===== config.mk =====
export PLATFORM = sky130hd
export DESIGN_NAME = branch_resolve_unit_flat
export DESIGN_NICKNAME = d
export VERILOG_FILES = /design/src/rtl/bp_pkg.sv /design/src/rtl/branch_resolve_unit_if.sv /design/src/rtl/bp_pred_fifo.sv /design/src/rtl/branch_resolve_unit.sv /design/src/flat_wrapper.sv
export SDC_FILE = /design/constraint.sdc
export NUM_CORES = 1
export LEC_CHECK = 0
export BUFFER_PORTS_ARGS = -buffer_cell sky130_fd_sc_hd__buf_4
export CAP_MARGIN = 10
export CORE_MARGIN = 2
export CORE_UTILIZATION = 55
export DETAILED_ROUTE_END_ITERATION = 8
export GPL_TIMING_DRIVEN = 0
export PLACE_DENSITY_LB_ADDON = 0.08
export SLEW_MARGIN = 40
export SYNTH_ARGS = -nofsm -noshare
export SYNTH_HDL_FRONTEND = slang
export SYNTH_SLANG_ARGS = --single-unit

===== constraint.sdc =====
create_clock -name clk -period 3.1 [get_ports clk]
set_input_delay 0.31 -clock clk [delete_from_list [all_inputs] [get_ports clk]]
set_output_delay 0.31 -clock clk [all_outputs]
set_load 0.02 [all_outputs]

===== src/rtl/bp_pkg.sv =====
// Types and constants shared by the branch history table and its resolve/update side.
package bp_pkg;

    localparam int LOWER_DEFAULT  = 5;
    localparam int PRED_TAKEN_BIT = 1;

    typedef struct packed {
        logic [LOWER_DEFAULT-1:0] index;
        logic                     pred;
    } bp_entry_t;

    typedef enum logic [1:0] {
        SNT = 2'b00,
        WNT = 2'b01,
        WT  = 2'b10,
        ST  = 2'b11
    } bp_cnt_e;

endpackage


===== src/rtl/branch_resolve_unit_if.sv =====
// Fetch-prediction, EX-resolve and table-update signals of the branch resolve unit.
interface branch_resolve_unit_if #(
    parameter int LOWER = 5,
    parameter int DEPTH = 4,
    parameter int CNT_W = 16
);
    logic                       fetch_valid;
    logic [LOWER-1:0]           fetch_index;
    logic                       fetch_pred;
    logic                       fetch_ready;
    logic                       res_valid;
    logic                       res_taken;
    logic                       res_jump;
    logic                       mispredict;
    logic                       bht_we;
    logic [LOWER-1:0]           bht_write_addr;
    logic                       bht_was_taken;
    logic                       bht_jumped;
    logic [$clog2(DEPTH):0]     inflight;
    logic [CNT_W-1:0]           mispredict_cnt;
    logic                       underflow_err;

    modport slave (
        input  fetch_valid, fetch_index, fetch_pred, res_valid, res_taken, res_jump,
        output fetch_ready, mispredict, bht_we, bht_write_addr, bht_was_taken,
               bht_jumped, inflight, mispredict_cnt, underflow_err
    );

    modport master (
        output fetch_valid, fetch_index, fetch_pred, res_valid, res_taken, res_jump,
        input  fetch_ready, mispredict, bht_we, bht_write_addr, bht_was_taken,
               bht_jumped, inflight, mispredict_cnt, underflow_err
    );
endinterface


===== src/rtl/bp_pred_fifo.sv =====
// In-order circular buffer of fetch-time predictions; clear wins over push and pop.
module bp_pred_fifo #(
    parameter int DEPTH = 4,
    parameter int W     = 6
) (
    input  logic                     clk,
    input  logic                     rst,
    input  logic                     i_push,
    input  logic [W-1:0]             i_data,
    input  logic                     i_pop,
    input  logic                     i_clear,
    output logic [W-1:0]             o_head,
    output logic                     o_full,
    output logic                     o_empty,
    output logic [$clog2(DEPTH):0]   o_count
);
    localparam int AW = $clog2(DEPTH);

    logic [W-1:0]  r_mem [DEPTH];
    logic [AW-1:0] r_wr_ptr;
    logic [AW-1:0] r_rd_ptr;
    logic [AW:0]   r_count;

    logic w_push;
    logic w_pop;

    assign o_full  = (r_count == (AW+1)'(DEPTH));
    assign o_empty = (r_count == '0);
    assign o_count = r_count;
    assign o_head  = r_mem[r_rd_ptr];
    assign w_push  = i_push && !o_full;
    assign w_pop   = i_pop && !o_empty;

    always_ff @(posedge clk) begin
        if (rst || i_clear) begin
            r_wr_ptr <= '0;
            r_rd_ptr <= '0;
            r_count  <= '0;
        end else begin
            if (w_push) begin
                r_mem[r_wr_ptr] <= i_data;
                r_wr_ptr        <= r_wr_ptr + AW'(1);
            end
            if (w_pop)
                r_rd_ptr <= r_rd_ptr + AW'(1);
            case ({w_push, w_pop})
                2'b10:   r_count <= r_count + (AW+1)'(1);
                2'b01:   r_count <= r_count - (AW+1)'(1);
                default: r_count <= r_count;
            endcase
        end
    end
endmodule


===== src/rtl/branch_resolve_unit.sv =====
// Checks each tracked prediction against the EX outcome, pulses mispredict and
// emits the registered history-table update.
module branch_resolve_unit
    import bp_pkg::*;
#(
    parameter int LOWER = LOWER_DEFAULT,
    parameter int DEPTH = 4,
    parameter int CNT_W = 16
) (
    input  logic                  clk,
    input  logic                  rst,
    branch_resolve_unit_if.slave  bus
);
    localparam int CW = $clog2(DEPTH) + 1;

    logic [LOWER:0]   w_head;
    logic             w_full;
    logic             w_empty;
    logic [CW-1:0]    w_count;
    logic             w_push;
    logic             w_pop;
    logic             w_actual;
    logic             w_mis;

    logic             r_mis;
    logic             r_we;
    logic [LOWER-1:0] r_addr;
    logic             r_taken;
    logic             r_jump;
    logic [CNT_W-1:0] r_cnt;
    logic             r_uf;

    assign w_push   = bus.fetch_valid && !w_full;
    assign w_pop    = bus.res_valid && !w_empty;
    assign w_actual = bus.res_taken | bus.res_jump;
    assign w_mis    = w_pop && (w_actual != w_head[0]);

    // A mispredict flushes the wrong-path entries, including any push in the same cycle.
    bp_pred_fifo #(.DEPTH(DEPTH), .W(LOWER+1)) u_fifo (
        .clk     (clk),
        .rst     (rst),
        .i_push  (w_push),
        .i_data  ({bus.fetch_index, bus.fetch_pred}),
        .i_pop   (w_pop),
        .i_clear (w_mis),
        .o_head  (w_head),
        .o_full  (w_full),
        .o_empty (w_empty),
        .o_count (w_count)
    );

    always_ff @(posedge clk) begin
        if (rst) begin
            r_mis   <= 1'b0;
            r_we    <= 1'b0;
            r_addr  <= '0;
            r_taken <= 1'b0;
            r_jump  <= 1'b0;
            r_cnt   <= '0;
            r_uf    <= 1'b0;
        end else begin
            r_mis <= w_mis;
            r_we  <= w_pop;
            if (w_pop) begin
                r_addr  <= w_head[LOWER:1];
                r_taken <= bus.res_taken;
                r_jump  <= bus.res_jump;
            end
            if (w_mis && (r_cnt != '1))
                r_cnt <= r_cnt + CNT_W'(1);
            if (bus.res_valid && w_empty)
                r_uf <= 1'b1;
        end
    end

    assign bus.fetch_ready    = !w_full;
    assign bus.mispredict     = r_mis;
    assign bus.bht_we         = r_we;
    assign bus.bht_write_addr = r_addr;
    assign bus.bht_was_taken  = r_taken;
    assign bus.bht_jumped     = r_jump;
    assign bus.inflight       = w_count;
    assign bus.mispredict_cnt = r_cnt;
    assign bus.underflow_err  = r_uf;
endmodule


===== src/flat_wrapper.sv =====
// flat-port wrapper written by rule: the top's interface ports become plain ports
module branch_resolve_unit_flat import bp_pkg::*;
#(
    parameter int LOWER = LOWER_DEFAULT,
    parameter int DEPTH = 4,
    parameter int CNT_W = 16
)
  (clk, rst, bus_fetch_valid, bus_fetch_index, bus_fetch_pred, bus_res_valid, bus_res_taken, bus_res_jump, bus_fetch_ready, bus_mispredict, bus_bht_we, bus_bht_write_addr, bus_bht_was_taken, bus_bht_jumped, bus_inflight, bus_mispredict_cnt, bus_underflow_err);
  branch_resolve_unit_if #(.LOWER(LOWER), .DEPTH(DEPTH), .CNT_W(CNT_W)) bus_i ();
  input  logic clk;
  input  logic rst;
  input wire logic [$bits(bus_i.fetch_valid)-1:0] bus_fetch_valid;
  input wire logic [$bits(bus_i.fetch_index)-1:0] bus_fetch_index;
  input wire logic [$bits(bus_i.fetch_pred)-1:0] bus_fetch_pred;
  input wire logic [$bits(bus_i.res_valid)-1:0] bus_res_valid;
  input wire logic [$bits(bus_i.res_taken)-1:0] bus_res_taken;
  input wire logic [$bits(bus_i.res_jump)-1:0] bus_res_jump;
  output wire logic [$bits(bus_i.fetch_ready)-1:0] bus_fetch_ready;
  output wire logic [$bits(bus_i.mispredict)-1:0] bus_mispredict;
  output wire logic [$bits(bus_i.bht_we)-1:0] bus_bht_we;
  output wire logic [$bits(bus_i.bht_write_addr)-1:0] bus_bht_write_addr;
  output wire logic [$bits(bus_i.bht_was_taken)-1:0] bus_bht_was_taken;
  output wire logic [$bits(bus_i.bht_jumped)-1:0] bus_bht_jumped;
  output wire logic [$bits(bus_i.inflight)-1:0] bus_inflight;
  output wire logic [$bits(bus_i.mispredict_cnt)-1:0] bus_mispredict_cnt;
  output wire logic [$bits(bus_i.underflow_err)-1:0] bus_underflow_err;
  assign bus_i.fetch_valid = bus_fetch_valid;
  assign bus_i.fetch_index = bus_fetch_index;
  assign bus_i.fetch_pred = bus_fetch_pred;
  assign bus_i.res_valid = bus_res_valid;
  assign bus_i.res_taken = bus_res_taken;
  assign bus_i.res_jump = bus_res_jump;
  assign bus_fetch_ready = bus_i.fetch_ready;
  assign bus_mispredict = bus_i.mispredict;
  assign bus_bht_we = bus_i.bht_we;
  assign bus_bht_write_addr = bus_i.bht_write_addr;
  assign bus_bht_was_taken = bus_i.bht_was_taken;
  assign bus_bht_jumped = bus_i.bht_jumped;
  assign bus_inflight = bus_i.inflight;
  assign bus_mispredict_cnt = bus_i.mispredict_cnt;
  assign bus_underflow_err = bus_i.underflow_err;
  branch_resolve_unit #(.LOWER(LOWER), .DEPTH(DEPTH), .CNT_W(CNT_W)) u_core (.clk(clk), .rst(rst), .bus(bus_i));
endmodule

# After elaboration in Yosys (flattened, before gate mapping)
# Memories as Yosys holds them, arrays and structs flattened. A register that Yosys moved wholly into a read port is not among the register bits.
# Cells that the tools add are included.
[totals]
latch_bits = 0
register_bits = 33
in_bits = 12
rom_bits = 0
word_cells = 40
n_memories = 1
mem_bits_rw = 24
out_inout_bits = 30
[memory_table]
columns = ["name", "words", "word_bits", "rd", "rd_ports_with_merged_regs", "write_ports", "line_no", "rtl"]
rows = [
  ["u_core.u_fifo.r_mem", 4, 6, 1, 1, 1, "bp_pred_fifo.sv:19", "logic [W-1:0] r_mem [DEPTH];"],
]
[classes]
n_reduce_logical = 12
n_eq_ne = 5
mul = 0
muxes = 6
div = 0
n_addsub = 5
shifts = 0
n_lt_le_gt_ge = 0
bitwise_logic = 1
[ops]
columns = ["op", "count"]
rows = [
  ["adder 16 x 1 -> 16 bit, second input constant", 1],
  ["inequality test 16 bit, second input constant", 1],
  ["logical AND 1 bit", 7],
  ["one-hot mux 3 bit (2 select lines)", 1],
  ["adder 2 x 1 -> 2 bit, second input constant", 2],
  ["two-way mux 2 bit", 2],
  ["adder 3 x 1 -> 3 bit, second input constant", 1],
  ["== test 3 bit, second input constant", 1],
  ["logical NOT 3 bit", 1],
  ["two-way mux 1 bit", 3],
  ["subtractor 3 x 1 -> 3 bit, second input constant", 1],
  ["== test 2 x 1 -> 1 bit, second input constant", 1],
  ["== test 2 bit, second input constant", 1],
  ["logical NOT 1 bit", 2],
  ["nonzero test 2 bit", 1],
  ["logical OR 1 bit", 1],
  ["inequality test 1 bit", 1],
  ["OR 1 bit", 1],
]

# Longest topological paths before layout
# Gate-level depths: netlist (run 1).
[logic_depth]
ltp_word = 7
mapped_depth = 10
depth_no_buf = 9

# By module
# A second synthesis (run 1) with hierarchy kept.
[hier_totals]
cells_unflattened = 240
area_unflattened_um2 = 2710.1
[modules_own_cells]
columns = ["mod", "area_each_um2", "seq_area_each_um2", "n_inst", "cells_per_inst"]
rows = [
  ["branch_resolve_unit", 1370.1, 520.5, 1, 153],
  ["bp_pred_fifo", 1340.0, 900.9, 1, 87],
]

# Least setup slack after synthesis (run 1)
# OpenSTA, ideal clock, no wires.
[synth_timing]
path_type = "reg2reg"
startpoint = "register u_core.u_fifo.r_count[2] (netlist: u_core.u_fifo.o_count[2])"
endpoint = "register u_core.u_fifo.r_count[2] (netlist: u_core.u_fifo.o_count[2])"
path_stages_with_launch = 10
n_path_buf = 0
required_ns = 2.967
synth_period_minus_slack_ns = 2.347
setup_ns = 0.133
setup_slack_ns = 0.753
arrival_ns = 2.214
path_cell_list = "dfxtp_1 -> or3b_2 -> nand2_1 -> ha_1 -> inv_1 -> fa_1 -> xor2_1 -> nor2_1 -> xnor2_1 -> nor2_1"
[synth_via]
elab_chain_len = 6
elab_cells_between_ends = 16
classes_between = "2 x add/sub; 3 x eq/ne; 1 x mux; 10 x reduce/logical"
[synth_rtl]
columns = ["item", "line_no", "rtl"]
rows = [
  ["start: declaration", "bp_pred_fifo.sv:22", "logic [AW:0] r_count;"],
  ["start signal: assignment", "bp_pred_fifo.sv:47", "2'b10: r_count <= r_count + (AW+1)'(1);"],
  ["start signal: assignment", "bp_pred_fifo.sv:48", "2'b01: r_count <= r_count - (AW+1)'(1);"],
  ["start signal: assignment", "bp_pred_fifo.sv:49", "default: r_count <= r_count;"],
  ["== test 3 bit (*)", "bp_pred_fifo.sv:27", "assign o_full = (r_count == (AW+1)'(DEPTH));"],
  ["logical NOT 1 bit (*)", "-", ""],
  ["named net bus_fetch_ready", "flat_wrapper.sv:18", "output wire logic [$bits(bus_i.fetch_ready)-1:0] bus_fetch_ready;"],
  ["logical AND 1 bit", "branch_resolve_unit.sv:33", "assign w_push = bus.fetch_valid && !w_full;"],
  ["logical AND 1 bit (*)", "bp_pred_fifo.sv:31", "assign w_push = i_push && !o_full;"],
  ["== test 2 x 1 -> 1 bit or == test 2 bit (tied branches)", "bp_pred_fifo.sv:46", "case ({w_push, w_pop})"],
  ["one-hot mux 3 bit (2 select lines) or nonzero test 2 bit (tied branches)", "-", ""],
]
# Mark *: on every way through the listed nets, which the timed path passes. The rest lies on a longest branch.
# A chain may end at the register's enable or synchronous reset.

# Worst setup path in the final report (run 1)
[layout_timing]
startpoint = "register u_core.u_fifo.r_count[2] (netlist: u_core.u_fifo.o_count[2])"
endpoint = "register u_core.u_fifo.r_count[1] (netlist: u_core.u_fifo.o_count[1])"
[layout_via]
elab_chain_len = 6
elab_cells_between_ends = 14
classes_between = "3 x eq/ne; 1 x mux; 10 x reduce/logical"
[layout_rtl]
columns = ["item", "line_no", "rtl"]
rows = [
  ["logical NOT 3 bit (*)", "bp_pred_fifo.sv:28", "assign o_empty = (r_count == '0);"],
  ["logical NOT 1 bit (*)", "branch_resolve_unit.sv:34", "assign w_pop = bus.res_valid && !w_empty;"],
  ["logical AND 1 bit (*)", "branch_resolve_unit.sv:34", ""],
  ["named net u_core.u_fifo.i_pop", "bp_pred_fifo.sv:10", "input logic i_pop,"],
  ["logical AND 1 bit", "bp_pred_fifo.sv:32", "assign w_pop = i_pop && !o_empty;"],
  ["== test 2 x 1 -> 1 bit or == test 2 bit (tied branches)", "bp_pred_fifo.sv:46", ""],
  ["one-hot mux 3 bit (2 select lines) or nonzero test 2 bit (tied branches)", "-", ""],
]
# Marked as above.

==> results of run 1 <==
## per-layer routing
metal  track usage (%)  vias up  routed length [um]
met3              7.50        4                 216
met5                 0        -                   0
li1                  -      922                   -
met1              27.1      919                2220
met4              6.71        0                  34
met2              36.8       46                2660
## stage by stage
stage	instance area (um2)	power, mW
3_3_place_gp	2920	1.63
3_5_place_dp	2920	1.64
4_1_cts	3130	2.38
6_report	3140	2.37
5_1_grt	3140	2.50
2_1_floorplan	2540	1.43
## cell type report
type,count,area [um2],area share (%)
Sequential cell,59,1420,45.3
Multi-Input combinational cell,149,1050,33.6
Timing Repair Buffer,41,308,9.81
Clock buffer,11,131,4.19
Clock inverter,5,77.6,2.47
Tap cell,52,65.1,2.07
Buffer,9,50.0,1.59
Inverter,8,30.0,0.957
## cell families (layout without fill, tap and decap cells)
kind of cell	after synthesis	count (layout)	share of synthesized area, %
compound gates	30	30	7.28
xor+xnor	7	7	2.70
fa+ha+maj	7	7	3.74
buf+inv	17	74	3.15
flops	59	59	55.9
mux	14	14	8.85
simple gates	91	91	18.4
## layout by cell type (no fill, tap or decap), drive strengths merged, types with 4 or more instances in the layout
cell / synthesis / final
nand4: 5 / 5
buf: 3 / 44
xor2: 4 / 4
nor4: 7 / 7
nor2: 20 / 20
a21oi: 18 / 18
edfxtp: 24 / 24
o31ai: 7 / 7
nor2b: 8 / 8
mux4: 6 / 6
nand3: 8 / 8
inv: 8 / 8
nand2: 22 / 22
ha: 6 / 6
mux2: 8 / 8
dfxtp: 35 / 35
clkbuf: 6 / 17
or4: 7 / 7
and2: 4 / 4
## power by group through the flow
stage	logic, mW	registers, mW	clock network (mW)
final	0.654	0.975	0.739
after global routing	0.724	0.986	0.794
after CTS	0.650	0.974	0.757
after detailed placement	0.646	0.989	0
after global placement	0.644	0.985	0
after floorplan	0.391	1.04	0
## Yosys cell counts (7+ instances only)
| library cell | n | share of area [%] |
|---|---|---|
| a21oi_1 | 18 | 3.5 |
| dfxtp_1 | 35 | 28 |
| edfxtp_1 | 24 | 28 |
| inv_1 | 8 | 1.2 |
| mux2_1 | 7 | 3.1 |
| nand2_1 | 22 | 3.2 |
| nand3_1 | 8 | 1.6 |
| nor2_1 | 20 | 2.9 |
| nor2b_1 | 8 | 2.0 |
| nor4_1 | 7 | 1.7 |
| o31ai_1 | 7 | 2.1 |
| or4_1 | 7 | 2.1 |
## flip-flops by register name (all words and copies together), names as in the netlist, named ones only
| name | count |
|---|---|
| u_core.bus.bht_jumped | 1 |
| u_core.bus.bht_was_taken | 1 |
| u_core.bus.bht_we | 1 |
| u_core.bus.bht_write_addr | 5 |
| u_core.bus.mispredict | 1 |
| u_core.bus.mispredict_cnt | 16 |
| u_core.bus.underflow_err | 1 |
| u_core.u_fifo.o_count | 3 |
| u_core.u_fifo.r_mem | 24 |
| u_core.u_fifo.r_rd_ptr | 2 |
| u_core.u_fifo.r_wr_ptr | 2 |
## worst paths after layout
path	startpoint	slack, ps	end	depth (start not counted)
worst max-delay path	u_core.u_fifo.o_count[2]	520	u_core.u_fifo.o_count[1]	9
worst min-delay path	bus_fetch_index[1]	180	u_core.u_fifo.r_mem[2][2]	1
worst max register to register	u_core.u_fifo.o_count[2]	520	u_core.u_fifo.o_count[1]	9
worst min register to register	u_core.bus.bht_was_taken	460	u_core.bus.bht_was_taken	2
==> flow_summary.yaml, run 1 <==
synth:
  yosys_warnings: 0
  ys.flop_type: "dfxtp_1"
  yosysSeqAreaShare_pct: 55.9
  synth.distinct_cells: 36
  synth_edf_count: 24
  synth.cell_area_um2: 2540
  syn_area_per_cell_um2: 11.3
  synth_seq_cells: 59
  synth_cells: 225
  syn_nets: 244
  ys_async_sr_fraction_pct: 0
place:
  numPortBuffers: 41
  dp_hpwl_um: 3640
  pre_cts_slack_ps: 632
  place_congestion: 0.796
  placedCellCount: 318
cts:
  clkLatencyLatePin_ps: 330
  cts_tree: "built"
  cts_buffers: 9
  root_buffer: "clkbuf_8"
  post-cts-setup-buffer-count: 0
  cts_buffer_depth: 2
  hold_buffers: 0
  clock-sinks: 59
  cts_max_level: 3
  cts.clk_slew.worst_paths_ps: 70
  cts_resized: 0
timing:
  timing.hold.ws_ps: 183
  setup_viol: 0
  worst_slew_pin_slew_ps: 669
  fin_crit_ps: 2580
  fin_worst_skew_ps: 7.28
  fmax_mhz: 388
  fin_tns_setup_ps: 0
  rsz0062_at_grt: "false"
  maxSlewHeadroom_pct: 55.0
  fin_ws_ps: 523
  hold_viol_final: 0
  maxSlewViolCount: 0
  post-route-period-util_pct: 83.1
routing:
  route.detailed.drc: 0
  ant_nets: 0
  routedWlPerCell_um: 15.4
  dr_total_vias: 1891
  firstDrtPassIters: 4
  drt_wl_total_um: 5130
  viasPerCell: 5.66
  drtIter0Drc: 115
critical_path:
  crit_buf_inv: 3
  critPathLaunchType: "flip-flop"
  required_ps: 3360
  slowest_stage: "o31ai_1"
  critPathTopFamily: "adder cells"
  crit_chain: "o31ai_1 > inv_1 > clkbuf_1 > ha_1 > inv_1 > fa_1 > nor2_1 > a21oi_1 > nor2_1"
  end_kind: "flip-flop"
  arrival_ps: 2840
  crit_fanout: 10
  path_class: "flip-flop to flip-flop"
  cpPeakStageDelay_ps: 610
pwr:
  switching_share_pct: 31.2
  share_seq_of_total_power_pct: 41.2
  p_leak_nw: 1.18
  p_sw_mw: 0.740
  power_frac_comb_pct: 27.6
  p_int_mw: 1.63
  clkPwrFrac_pct: 31.2
  cellPowerDensity_nw_per_um2: 755
  vdd_drop_max_v: 0.000442
layout:
  drive_gt1_share_pct: 24.5
  finalNetCount: 296
  diodes: 0
  post-route-util_pct: 71.1
  fillers: 326
  area_delta_synth_final_pct: 23.3
  layoutNonFillerInstCount: 334
floorplanning:
  die_width_um: 72.0
  start_util_pct: 57.7
  die_h_um: 72.0
  ios: 42
  row_count: 24
  die_area_um2: 5190
  core_area_um2: 4410
flow_run:
  cap_violations: 0
global_route:
  grt_pass1_wl_um: 8600
  grt_max_degree: 11
  antenna_found_initial: 0
  grt-ovfl-total: 0
  grt.total_usage_pct: 22.0
  grt_pass1_vias: 1841
min_path:
  hp-class: "primary input to flip-flop"
status:
  outcome: "finished clean"
No activity file was read; power rests on OpenSTA's default activity.
==> inputs of run 2 (changes only) <==
CORE_UTILIZATION = 50   (was 55)
clock period = 2.2 ns   (was 3.1 ns; I/O delays follow)
==> run 2 against run 1 <==
Net effect:
- worst hold slack lost 100 ps
- setup slack got worse by 450 ps
- non-clock buffer count rose by 9
- sequential share of layout area fell by 2.4 points
- critical path depth shrank 3
- fmax increased by 21%
- global-route usage decreased by 1.1 points
- final cell count is 7.2% higher
- flip-flop and latch count unchanged
- sequential power grew 43%
- largest cell class unchanged
==> flow_summary.yaml, run 2 (synthesized netlist as in run 1, its figures left out) <==
floorplanning:
  die_h_um: 75.3
  row_count: 25
  die_area_um2: 5680
  start_util_pct: 52.8
  core_area_um2: 4820
  ios: 42
  die_width_um: 75.3
pwr:
  cellPowerDensity_nw_per_um2: 1100
  vdd_drop_max_v: 0.000602
  p_leak_nw: 1.25
routing:
  ant_nets: 0
  routedWlPerCell_um: 15.2
  route.detailed.drc: 0
  drtIter0Drc: 143
  dr_total_vias: 1941
  drt_wl_total_um: 5440
  firstDrtPassIters: 4
  viasPerCell: 5.42
layout:
  area_delta_synth_final_pct: 31.0
  top_register: "u_core.u_fifo.r_mem"
  largest_reg_flops: 24
  final_cell_mix: "buf_4, dfxtp_1, edfxtp_1"
  finalNetCount: 305
  final_common_cell: "buf_4"
  fillers: 377
  drive_gt1_share_pct: 33.7
  diodes: 0
  post-route-util_pct: 69.2
timing:
  hold_viol_final: 0
  setup_viol: 0
  fin_worst_skew_ps: 5.81
  post-route-period-util_pct: 96.6
  worst_slew_pin_slew_ps: 549
  fmax_mhz: 471
  maxSlewHeadroom_pct: 63.4
  fin_ws_ps: 75.8
  fin_crit_ps: 2120
  maxSlewViolCount: 0
critical_path:
  required_ps: 2430
  critPathLaunchType: "flip-flop"
  rr_worst_depth: 6
  path_class: "flip-flop to flip-flop"
  cpPeakStageDelay_ps: 540
  crit_chain: "buf_6 > mux4_2 > xor2_4 > buf_4 > nor4b_1 > mux2_2"
  worstReg2RegEnd: "u_core.bus.mispredict_cnt[9]"
  end_kind: "flip-flop"
  crit_buf_inv: 2
  slowest_stage: "mux4_2"
  arrival_ps: 2350
  crit_fanout: 4
  rrSetupSlack_ps: 80
  critPathTopFamily: "multiplexers"
cts:
  cts_max_level: 3
  root_buffer: "clkbuf_8"
  cts.clk_slew.worst_paths_ps: 70
  cts_buffers: 9
  cts_tree: "built"
  clkLatencyLatePin_ps: 340
  cts_buffer_depth: 2
  clock-sinks: 59
global_route:
  grt_max_degree: 12
  grt.total_usage_pct: 20.9
  antenna_found_initial: 0
  grt_pass1_wl_um: 8650
  grt_pass1_vias: 1801
  grt-ovfl-total: 0
status:
  outcome: "finished clean"
flow_run:
  cap_violations: 0
min_path:
  holdPathStages: 1
  hp-start: "bus_fetch_index[0]"
  holdPathEnd: "u_core.u_fifo.r_mem[2][1]"
  hp-class: "primary input to flip-flop"
place:
  place_congestion: 0.789
  dp_hpwl_um: 3590
  numPortBuffers: 41
  pre_cts_slack_ps: -319
==> run 2: changes by cell type in the layout (fill, tap and decap cells not counted), moves of 2 or more <==
| cell | before | now |
|---|---|---|
| dfxtp_2 | 0 | 4 |
| clkinv_2 | 2 | 0 |
| clkinvlp_4 | 1 | 3 |
| buf_4 | 41 | 50 |
| clkbuf_1 | 8 | 4 |
| nor4_1 | 7 | 4 |
| and2_4 | 0 | 4 |
| dfxtp_1 | 35 | 30 |
| nor4_2 | 0 | 3 |
| and2_1 | 4 | 0 |
==> run 2: cell type report <==
cell class | instances | area [um2] | share of cell area (%)
Multi-Input combinational cell | 149 | 1120 | 33.6
Timing Repair Buffer | 50 | 375 | 11.3
Inverter | 8 | 30.0 | 0.901
Tap cell | 67 | 83.8 | 2.52
Buffer | 9 | 55.1 | 1.65
Clock buffer | 9 | 124 | 3.72
Clock inverter | 7 | 116 | 3.49
Sequential cell | 59 | 1430 | 42.9
==> run 2: worst register-to-register path: cells and delay by family (launching register included) <==
kind / cells / cell delay (ps)
mux: 2 / 910
xor+xnor: 1 / 190
buf+inv: 2 / 250
simple gates: 1 / 340
flops: 1 / 320
==> run 2: metrics by stage <==
stage	instance area (um2)	hold WS (ps)	instances	power, mW	TNS (ps)
final	3330	80.4	358	3.68	0
after global routing	3330	70.3	358	3.87	-6.76
after CTS	3250	74.5	351	3.59	0
after detailed placement	2940	424	333	2.32	-10220
after global placement	2940	422	333	2.31	-9610
after floorplan	2550	319	225	2.02	0
==> run 2: worst max-delay path by stage <==
stage,from,to,depth (start not counted)
2_1_floorplan,u_core.u_fifo.o_count[0],u_core.u_fifo.o_count[2],9
3_3_place_gp,flip-flop,u_core.u_fifo.r_mem[2][1],6
3_5_place_dp,flip-flop,u_core.u_fifo.r_mem[2][1],6
4_1_cts,u_core.bus.mispredict_cnt[0],u_core.bus.mispredict_cnt[1],6
5_1_grt,u_core.bus.mispredict_cnt[1],u_core.bus.mispredict_cnt[3],7
6_report,flip-flop,u_core.bus.mispredict_cnt[9],6
==> run 2: report_power, final <==
part	switching, mW	internal (mW)
sequential	0.105	1.29
combinational	0.590	0.505
clock	0.444	0.748
total	1.14	2.54
==> run 2: timing repair <==
item                                    in CTS  in global routing
buffers inserted                             2                  7
resized for setup                           14                 13
pin swaps                                    1                  3
hold buffers                                 0                  0
endpoints found under the setup margin      43                 49
==> run 2: per-layer routing <==
layer  global-route usage [%]  wire (um)  vias up  part of all wire (%)
met5                        0          0        -                     0
met4                     9.55        116        0                   2.1
met3                     6.35        292       14                   5.4
met2                     32.9       2670       68                    49
met1                     26.8       2360      916                    43
li1                         -          -      943                     -
==> inputs of run 3 (changes only) <==
CORE_UTILIZATION = 59   (was 50)
clock period = 2.6 ns   (was 2.2 ns; I/O delays follow)
==> run 3 against run 2 <==
Net effect:
- setup slack better by 120 ps
- count of clock-buffer cells in the layout is the same
- fmax shrank 12%
- via count down 2.8%
- first-iteration DRC count decreased by 27%
- die area is 14% lower
- non-clock buffer count decreased by 9
- design area is 5.2% lower
- sequential power down 17%
- sequential share of layout area increased by 2.1 points
- wire length is 6.3% lower
- utilization rose by 8.1 points
- critical path type unchanged
- largest cell class unchanged
==> flow_summary.yaml, run 3 (synthesized netlist as in run 1, its figures left out) <==
floorplanning:
  row_count: 23
  start_util_pct: 62.3
  die_width_um: 69.7
  ios: 42
  die_area_um2: 4850
  die_h_um: 69.7
  core_area_um2: 4090
cts:
  cts_max_level: 3
  clock-sinks: 59
  post-cts-setup-buffer-count: 0
  hold_buffers: 0
  root_buffer: "clkbuf_8"
  cts_buffers: 9
  cts_tree: "built"
  clkLatencyLatePin_ps: 330
  cts_buffer_depth: 2
  cts.clk_slew.worst_paths_ps: 70
critical_path:
  worstReg2RegEnd: "u_core.u_fifo.o_count[2]"
  end_kind: "flip-flop"
  path_class: "flip-flop to flip-flop"
  rrSetupSlack_ps: 190
  setup.worst_path.start: "u_core.u_fifo.o_count[2]"
  timing.rr.start: "u_core.u_fifo.o_count[2]"
  critPathLaunchType: "flip-flop"
  required_ps: 2800
  arrival_ps: 2610
  rr_worst_depth: 10
  crit_fanout: 10
status:
  outcome: "finished clean"
flow_run:
  cap_violations: 0
place:
  place_congestion: 0.787
  place_area_um2: 2920
  dp_hpwl_um: 3480
  numPortBuffers: 41
  pre_cts_slack_ps: 128
layout:
  seqCellArea_um2: 1420
  finalNetCount: 296
  drive_gt1_share_pct: 25.2
  final_cell_mix: "buf_4, dfxtp_1, edfxtp_1"
  area_delta_synth_final_pct: 24.1
  fillers: 269
  diodes: 0
  top_register: "u_core.u_fifo.r_mem"
  final_common_cell: "buf_4"
  multi_input_area_um2: 1070
  final_area_um2: 3160
  largest_reg_flops: 24
min_path:
  hp-start: "bus_fetch_index[1]"
  hp-class: "primary input to flip-flop"
  holdPathStages: 1
  holdPathEnd: "u_core.u_fifo.r_mem[2][2]"
timing:
  maxSlewViolCount: 0
  fin_worst_skew_ps: 8.11
  fmax_mhz: 415
  fin_crit_ps: 2410
  fin_tns_setup_ps: 0
  worst_slew_pin_slew_ps: 616
  setup_viol: 0
  maxSlewHeadroom_pct: 58.6
  hold_viol_final: 0
  post-route-period-util_pct: 92.6
  rsz0062_at_grt: "false"
  fin_ws_ps: 192
routing:
  firstDrtPassIters: 4
  dr_total_vias: 1886
  route.detailed.drc: 0
  ant_nets: 0
  drtIter0Drc: 104
  routedWlPerCell_um: 15.3
  drt_wl_total_um: 5090
  viasPerCell: 5.68
pwr:
  p_leak_nw: 1.18
  cellPowerDensity_nw_per_um2: 903
  vdd_drop_max_v: 0.000589
global_route:
  grt.total_usage_pct: 21.7
  grt_pass1_vias: 1740
  antenna_found_initial: 0
  grt_max_degree: 12
  grt_pass1_wl_um: 8050
  grt-ovfl-total: 0
-- run 3: changes by cell type in the layout (fill, tap and decap cells not counted), moves of 2 or more --
cell and delta:
and2_4 -4, dfxtp_1 +5, dfxtp_2 -4, clkbuf_1 +2
buf_4 -9, nor4_2 -3, nor4_1 +3, and2_1 +4
-- run 3: power by group --
group / switching [mW] / internal [mW] / total (mW)
combinational: 0.461 / 0.330 / 0.791
clock: 0.367 / 0.535 / 0.902
sequential: 0.0813 / 1.08 / 1.16
-- run 3: layout make-up --
type                       count  area share [%]
clock buffer                   9            3.92
tap                           50            1.98
multi-input combinational    149            33.9
inverter                       8           0.950
buffer                         9            1.58
sequential                    59            45.0
clock inverter                 7            2.93
timing repair buffer          41            9.74
-- run 3: repair_timing --
item / 4_1_cts / 5_1_grt
endpoints found under the setup margin: 0 / 10
hold endpoints to repair: 0 / 0
gates resized for setup: 0 / 2
-- run 3: worst max path at each step --
stage                              endpoint  slack, ps  cells after the start
5_1_grt            u_core.u_fifo.o_count[2]         30                     10
2_1_floorplan      u_core.u_fifo.o_count[2]        250                      9
4_1_cts        u_core.bus.mispredict_cnt[1]         30                      6
3_5_place_dp      u_core.u_fifo.r_mem[0][4]        130                      6
6_report           u_core.u_fifo.o_count[2]        190                     10
3_3_place_gp       u_core.u_fifo.o_count[2]         90                     10
-- run 3: worst max-delay path, cell delays in order, from the launching register on --
cell and delay, ps:
dfxtp_1 420, o31ai_2 150, inv_1 130, clkbuf_1 420
ha_1 270, inv_1 60, fa_1 370, xor2_1 150
nor2_1 110, xnor2_1 130, nor2_1 50
-- run 3: metrics by stage --
step	total power [mW]	instances	util, %	hold slack [ps]
floorplan	1.70	225	-	359
global placement	1.93	316	71.3	447
detailed placement	1.95	316	71.3	449
CTS	2.85	332	76.6	117
global route	3.00	332	77.3	112
finish	2.85	332	77.3	125
-- run 3: layer usage --
layer	track usage (%)	up-vias	wire length (um)
met1	27.3	904	2200
met3	5.67	11	228
met4	11.3	0	97
met2	34.4	49	2570
met5	0	-	0
li1	-	922	-
